$ cat src/rtl/bpu_update_arb.sv
// Arbitrates decode-stage and execute-stage branch predictor updates onto one write port.
// Each stage has its own small FIFO, and execute-stage mispredictions normally win.
module bpu_update_arb #(
    parameter int DEPTH      = 4,
    parameter int STARVE_LIM = 4
) (
    input  logic                       clk,
    input  logic                       reset,
    input  logic [1:0]                 ds_valid,
    input  logic [31:0]                ds_pc0,
    input  logic [31:0]                ds_pc1,
    input  logic [1:0]                 ds_may_jump,
    output logic                       ds_ready,
    input  logic [1:0]                 es_valid,
    input  logic [31:0]                es_pc0,
    input  logic [31:0]                es_pc1,
    input  logic [1:0]                 es_taken,
    input  logic [1:0]                 es_mispred,
    input  logic [31:0]                es_target0,
    input  logic [31:0]                es_target1,
    output logic                       es_ready,
    input  logic                       flush,
    output logic                       upd_valid,
    input  logic                       upd_ready,
    output logic                       upd_src,
    output logic [31:0]                upd_pc,
    output logic [31:0]                upd_target,
    output logic                       upd_taken,
    output logic [$clog2(DEPTH):0]     occ_ds,
    output logic [$clog2(DEPTH):0]     occ_es
);
    localparam int AW = $clog2(DEPTH);
    localparam int CW = AW + 1;
    localparam int SW = (STARVE_LIM < 1) ? 1 : $clog2(STARVE_LIM + 1);

    logic [31:0]   ds_pc_mem [DEPTH];
    logic          ds_mj_mem [DEPTH];
    logic [31:0]   es_pc_mem [DEPTH];
    logic          es_tk_mem [DEPTH];
    logic [31:0]   es_tg_mem [DEPTH];

    logic [AW-1:0] ds_wptr, ds_rptr, es_wptr, es_rptr;
    logic [SW-1:0] starve_cnt;
    logic          lock_q, lock_es_q;

    logic [1:0]    ds_acc, es_acc;
    logic [CW-1:0] ds_push_n, es_push_n;
    logic [AW-1:0] ds_w1, es_w1;
    logic          ds_ne, es_ne, arb_es, sel_es, fire, ds_pop, es_pop;

    // Ready is derived from registered occupancy only so it never depends on same-cycle valids.
    assign ds_ready  = (occ_ds <= CW'(DEPTH - 2));
    assign es_ready  = (occ_es <= CW'(DEPTH - 2));
    assign ds_acc    = (ds_ready && !flush) ? ds_valid : 2'b00;
    assign es_acc    = es_ready ? (es_valid & es_mispred) : 2'b00;
    assign ds_push_n = CW'(ds_acc[0]) + CW'(ds_acc[1]);
    assign es_push_n = CW'(es_acc[0]) + CW'(es_acc[1]);
    assign ds_w1     = ds_wptr + AW'(ds_acc[0]);
    assign es_w1     = es_wptr + AW'(es_acc[0]);

    assign ds_ne     = (occ_ds != '0);
    assign es_ne     = (occ_es != '0);
    assign arb_es    = es_ne && (!ds_ne || (starve_cnt != SW'(STARVE_LIM)));
    // A stalled grant stays on its source until the predictor takes it.
    assign sel_es    = (lock_q && (lock_es_q ? es_ne : ds_ne)) ? lock_es_q : arb_es;
    assign upd_valid = ds_ne || es_ne;
    assign fire      = upd_valid && upd_ready;
    assign ds_pop    = fire && !sel_es;
    assign es_pop    = fire && sel_es;

    always_comb begin
        upd_src    = 1'b0;
        upd_pc     = '0;
        upd_target = '0;
        upd_taken  = 1'b0;
        if (upd_valid) begin
            if (sel_es) begin
                upd_src    = 1'b1;
                upd_pc     = es_pc_mem[es_rptr];
                upd_target = es_tg_mem[es_rptr];
                upd_taken  = es_tk_mem[es_rptr];
            end else begin
                upd_pc     = ds_pc_mem[ds_rptr];
                upd_taken  = ds_mj_mem[ds_rptr];
            end
        end
    end

    // Entry storage carries no reset; occupancy alone decides what is meaningful.
    always_ff @(posedge clk) begin
        if (ds_acc[0]) begin
            ds_pc_mem[ds_wptr] <= ds_pc0;
            ds_mj_mem[ds_wptr] <= ds_may_jump[0];
        end
        if (ds_acc[1]) begin
            ds_pc_mem[ds_w1] <= ds_pc1;
            ds_mj_mem[ds_w1] <= ds_may_jump[1];
        end
        if (es_acc[0]) begin
            es_pc_mem[es_wptr] <= es_pc0;
            es_tk_mem[es_wptr] <= es_taken[0];
            es_tg_mem[es_wptr] <= es_target0;
        end
        if (es_acc[1]) begin
            es_pc_mem[es_w1] <= es_pc1;
            es_tk_mem[es_w1] <= es_taken[1];
            es_tg_mem[es_w1] <= es_target1;
        end
    end

    always_ff @(posedge clk) begin
        if (reset) begin
            ds_wptr    <= '0;
            ds_rptr    <= '0;
            occ_ds     <= '0;
            es_wptr    <= '0;
            es_rptr    <= '0;
            occ_es     <= '0;
            starve_cnt <= '0;
            lock_q     <= 1'b0;
            lock_es_q  <= 1'b0;
        end else begin
            es_wptr <= es_wptr + AW'(es_push_n);
            es_rptr <= es_rptr + AW'(es_pop);
            occ_es  <= occ_es + es_push_n - CW'(es_pop);

            // Flush empties the DS queue even if its head was granted this cycle.
            if (flush) begin
                ds_wptr <= '0;
                ds_rptr <= '0;
                occ_ds  <= '0;
            end else begin
                ds_wptr <= ds_wptr + AW'(ds_push_n);
                ds_rptr <= ds_rptr + AW'(ds_pop);
                occ_ds  <= occ_ds + ds_push_n - CW'(ds_pop);
            end

            if (flush || ds_pop || !ds_ne)
                starve_cnt <= '0;
            else if (es_pop && (starve_cnt != SW'(STARVE_LIM)))
                starve_cnt <= starve_cnt + SW'(1);

            lock_q    <= !flush && upd_valid && !upd_ready;
            lock_es_q <= sel_es;
        end
    end
endmodule

$ cat config.mk
export PLATFORM = sky130hd
export DESIGN_NAME = bpu_update_arb
export DESIGN_NICKNAME = d
export VERILOG_FILES = /design/src/rtl/bpu_update_arb.sv
export SDC_FILE = /design/constraint.sdc
export NUM_CORES = 1
export LEC_CHECK = 0
export BUFFER_PORTS_ARGS = -buffer_cell sky130_fd_sc_hd__buf_2
export CAP_MARGIN = 20
export CORE_AREA = 2 2 215 217
export DETAILED_ROUTE_END_ITERATION = 7
export DIE_AREA = 0 0 217 219
export PLACE_DENSITY_LB_ADDON = 0.3
export SLEW_MARGIN = 0
export SYNTH_ARGS = -nofsm -noshare
export SYNTH_HDL_FRONTEND = slang
export SYNTH_SLANG_ARGS = --single-unit
$ cat constraint.sdc
create_clock -name clk -period 18.8 [get_ports clk]
set_input_delay 0.94 -clock clk [delete_from_list [all_inputs] [get_ports clk]]
set_output_delay 0.94 -clock clk [all_outputs]
set_load 0.02 [all_outputs]
==> results by group <==
Run status
  • Status: completed

Clocking
  • CTS resizes: 0
  • CTS tree: built
  • Post-CTS Hold Buffers: 0
  • CTS H-Tree Depth: 2
  • Postcts setup bufs: 0
  • Num CTS Buffers: 45
  • CTS Root Buffer Type: clkbuf_16
  • Clock Pin Slew Worst Setup and Hold Paths: 0.06 ns
  • Worst-Skew Late Latency: 0.57 ns
  • Clock sinks: 411
  • CTS max path bufs: 3

Detailed routing
  • Routed Antenna Nets: 0
  • DRT iter0 DRCs: 1,141
  • WL per Instance: 25.04 um
  • Vias per std cell: 5.769
  • First drt pass iteration count: 5
  • DR vias: 12.44k
  • Final WL: 53.99 mm
  • # DRC: 0

Pwr
  • Internal: 1.958 mW
  • Reg power frac: 0.403
  • Comb pwr share: 0.314
  • Sw Share: 0.3266
  • Leak pwr: 8.847 nW
  • Pwr Density: 118.9 nW/um2
  • NetSw: 0.9498 mW
  • Clk pwr share: 0.283
  • Worst vdd ir: 0.07585 mV

STA
  • Slew HR: 0.2606
  • Clock skew: 0.02291 ns
  • Setup TNS: 0 ns
  • Period utilization: 0.2217
  • Setup violations, final: 0
  • Min setup slack post-route: 14.63 ns
  • Hold Slack: 0.5463 ns
  • RSZ-0062 raised after global routing: false
  • Hold Violations, Final: 0
  • Worst-Margin Slew: 1.109 ns
  • Minimum clock period: 4.169 ns
  • Fin. max-slew vios: 0
  • FMAX: 239.9 MHz

Worst setup path
  • Worst setup EP type: output pin
  • Required time of the worst setup path: 17.86 ns
  • CP Class: flop to output pin
  • CP Launch Type: flop
  • Data arrival, critical path: 3.23 ns
  • CP max FO: 43

GRT
  • Initial antenna violation count: 26
  • Global-route total usage across every layer: 0.2287
  • Vias in the first global route: 13.06k
  • Gr ovfl total: 0
  • First-pass GRT wire length: 81.19 mm
  • Largest net degree at the start of global routing: 72

Placed design
  • HPWL after DPL: 34.05 mm
  • Final GP Congestion: 0.8837
  • Dpl ws: 14.41 ns
  • Port Buffers: 280

Floorplan
  • Io pins: 281
  • CORE AREA: 45,090 um2
  • Site row count: 78
  • Width of the die: 217 um
  • Die height: 219 um
  • Total die area: 47,520 um2
  • Initial Utilization: 0.4684

Logic synthesis
  • EDFF count, synth: 392
  • #FFs+latches synth: 411
  • Most used DFF post-synth: edfxtp_1
  • Post-Syn Area: 21,120 um2
  • Syn Nets: 1,465
  • Post-Synthesis Cells: 1,245
  • Synthesis Warnings: 0
  • Yosys cell types: 45
  • Mean post-synth cell area: 16.96 um2
  • Async S/R FF share, synth: 0
  • Sequential area share after synthesis: 0.5754

Cells and area
  • Nets: 1,729
  • Share of cells above drive strength 1: 0.5630
  • P&R area growth vs syn: 15.81%
  • Fill count: 3,673

Hold path
  • Worst Hold Class: flop to flop

Run
  • MaxCap Viol Count: 0
through the flow:
stage	utilization	cells	power, mW	area (um2)
4_1_cts	0.5390	2135	2.923	24300
6_report	0.5424	2156	2.908	24460
2_1_floorplan	-	1245	1.782	21120
5_1_grt	0.5422	2152	3.028	24450
3_3_place_gp	0.5097	2057	2.088	22980
3_5_place_dp	0.5097	2057	2.096	22980
registers in the layout, summed over array words and instances, names as in the netlist:
name,cells
es_pc_mem,128
ds_wptr,2
occ_es,3
ds_pc_mem,128
lock_q,1
ds_rptr,2
es_tg_mem,128
starve_cnt,3
es_rptr,2
occ_ds,3
lock_es_q,1
es_wptr,2
ds_mj_mem,4
es_tk_mem,4
power groups by stage:
stage | Sequential, mW | Combinational [mW] | Clock (mW)
2_1_floorplan | 1.18 | 0.600 | 0
3_3_place_gp | 1.19 | 0.899 | 0
3_5_place_dp | 1.19 | 0.903 | 0
4_1_cts | 1.17 | 0.907 | 0.842
5_1_grt | 1.18 | 0.973 | 0.873
6_report | 1.17 | 0.912 | 0.824
layout by cell type, fill, tap and decap left out, drive strengths merged, types with 3 or more instances in the layout:
cell | Yosys | final
mux4 | 98 | 98
nor3 | 6 | 6
ha | 12 | 12
nor2 | 12 | 12
and2 | 3 | 3
edfxtp | 392 | 392
nand3 | 39 | 39
and3 | 35 | 35
mux2 | 393 | 393
or3 | 6 | 6
nand2 | 39 | 39
clkbuf | 26 | 61
clkinv | 0 | 12
xor2 | 5 | 5
diode | 0 | 16
xnor2 | 10 | 10
o21ai | 40 | 40
nor2b | 5 | 5
buf | 65 | 308
dfxtp | 19 | 19
a21oi | 5 | 5
inv | 16 | 18
logic make-up (layout without fill, tap and decap cells):
| kind of cell | after synthesis | in the layout | share of synthesized area |
|---|---|---|---|
| muxes | 492 | 492 | 0.3248 |
| AOI/OAI and AO/OA | 55 | 55 | 0.01552 |
| other | 0 | 16 | 0 |
| xor gates and xnor gates | 15 | 15 | 0.006220 |
| adders and majority gates | 14 | 14 | 0.009005 |
| buffers and inverters | 107 | 402 | 0.03170 |
| and+or+nand+nor | 151 | 151 | 0.03732 |
| DFF | 411 | 411 | 0.5754 |
worst max-delay path: stages, from the launching register on:
cell,delay [ns]
dfxtp_4,0.69
buf_4,0.82
mux4_2,0.64
nand3_1,0.19
o21ai_0,0.11
buf_2,0.17
Yosys cell counts (all sizes together) (6+ instances only):
cell type	n	area (um2)
mux4	98	2207
buf	65	509.2
nor3	6	40.04
mux2	393	4643
nand3	39	210.2
or3	6	37.54
xnor2	10	87.58
dfxtp	19	380.4
nand2	39	146.4
nor2	12	45.04
ha	12	150.1
and3	35	219.0
o21ai	40	211.5
inv	16	60.06
clkbuf	26	100.1
edfxtp	392	11770
layer usage:
metal	track usage	share of wire	vias to the layer above
met5	0	0.0024	-
li1	-	-	5526
met1	0.2917	0.41	6389
met4	0.07055	0.023	20
met3	0.06764	0.074	104
met2	0.3772	0.49	400
final cells by class:
class / instances / area (um2) / share of cell area
flip-flops and latches: 411 / 12160 / 0.4972
clock buffers: 61 / 1186 / 0.04850
clock inverters: 17 / 136.4 / 0.005576
well taps: 600 / 750.7 / 0.03070
diodes: 16 / 40.04 / 0.001637
multi-input cells: 727 / 8434 / 0.3449
inverters: 16 / 60.06 / 0.002456
repair buffers: 308 / 1689 / 0.06906
path summary, 6_finish.rpt:
| check | start | end | slack (ns) | cells past startpoint |
|---|---|---|---|---|
| max | es_rptr[0]$_SDFF_PP0_ | upd_pc[7] | 14.63 | 5 |
| min | starve_cnt[1]$_SDFFE_PP0P_ | starve_cnt[1]$_SDFFE_PP0P_ | 0.55 | 2 |
| min reg2reg | starve_cnt[1]$_SDFFE_PP0P_ | starve_cnt[1]$_SDFFE_PP0P_ | 0.55 | 2 |
| max reg2reg | occ_es[0]$_SDFF_PP0_ | es_tg_mem[2][13]$_DFFE_PP_ | 15.47 | 7 |
Power figures use the tool's default switching activity.
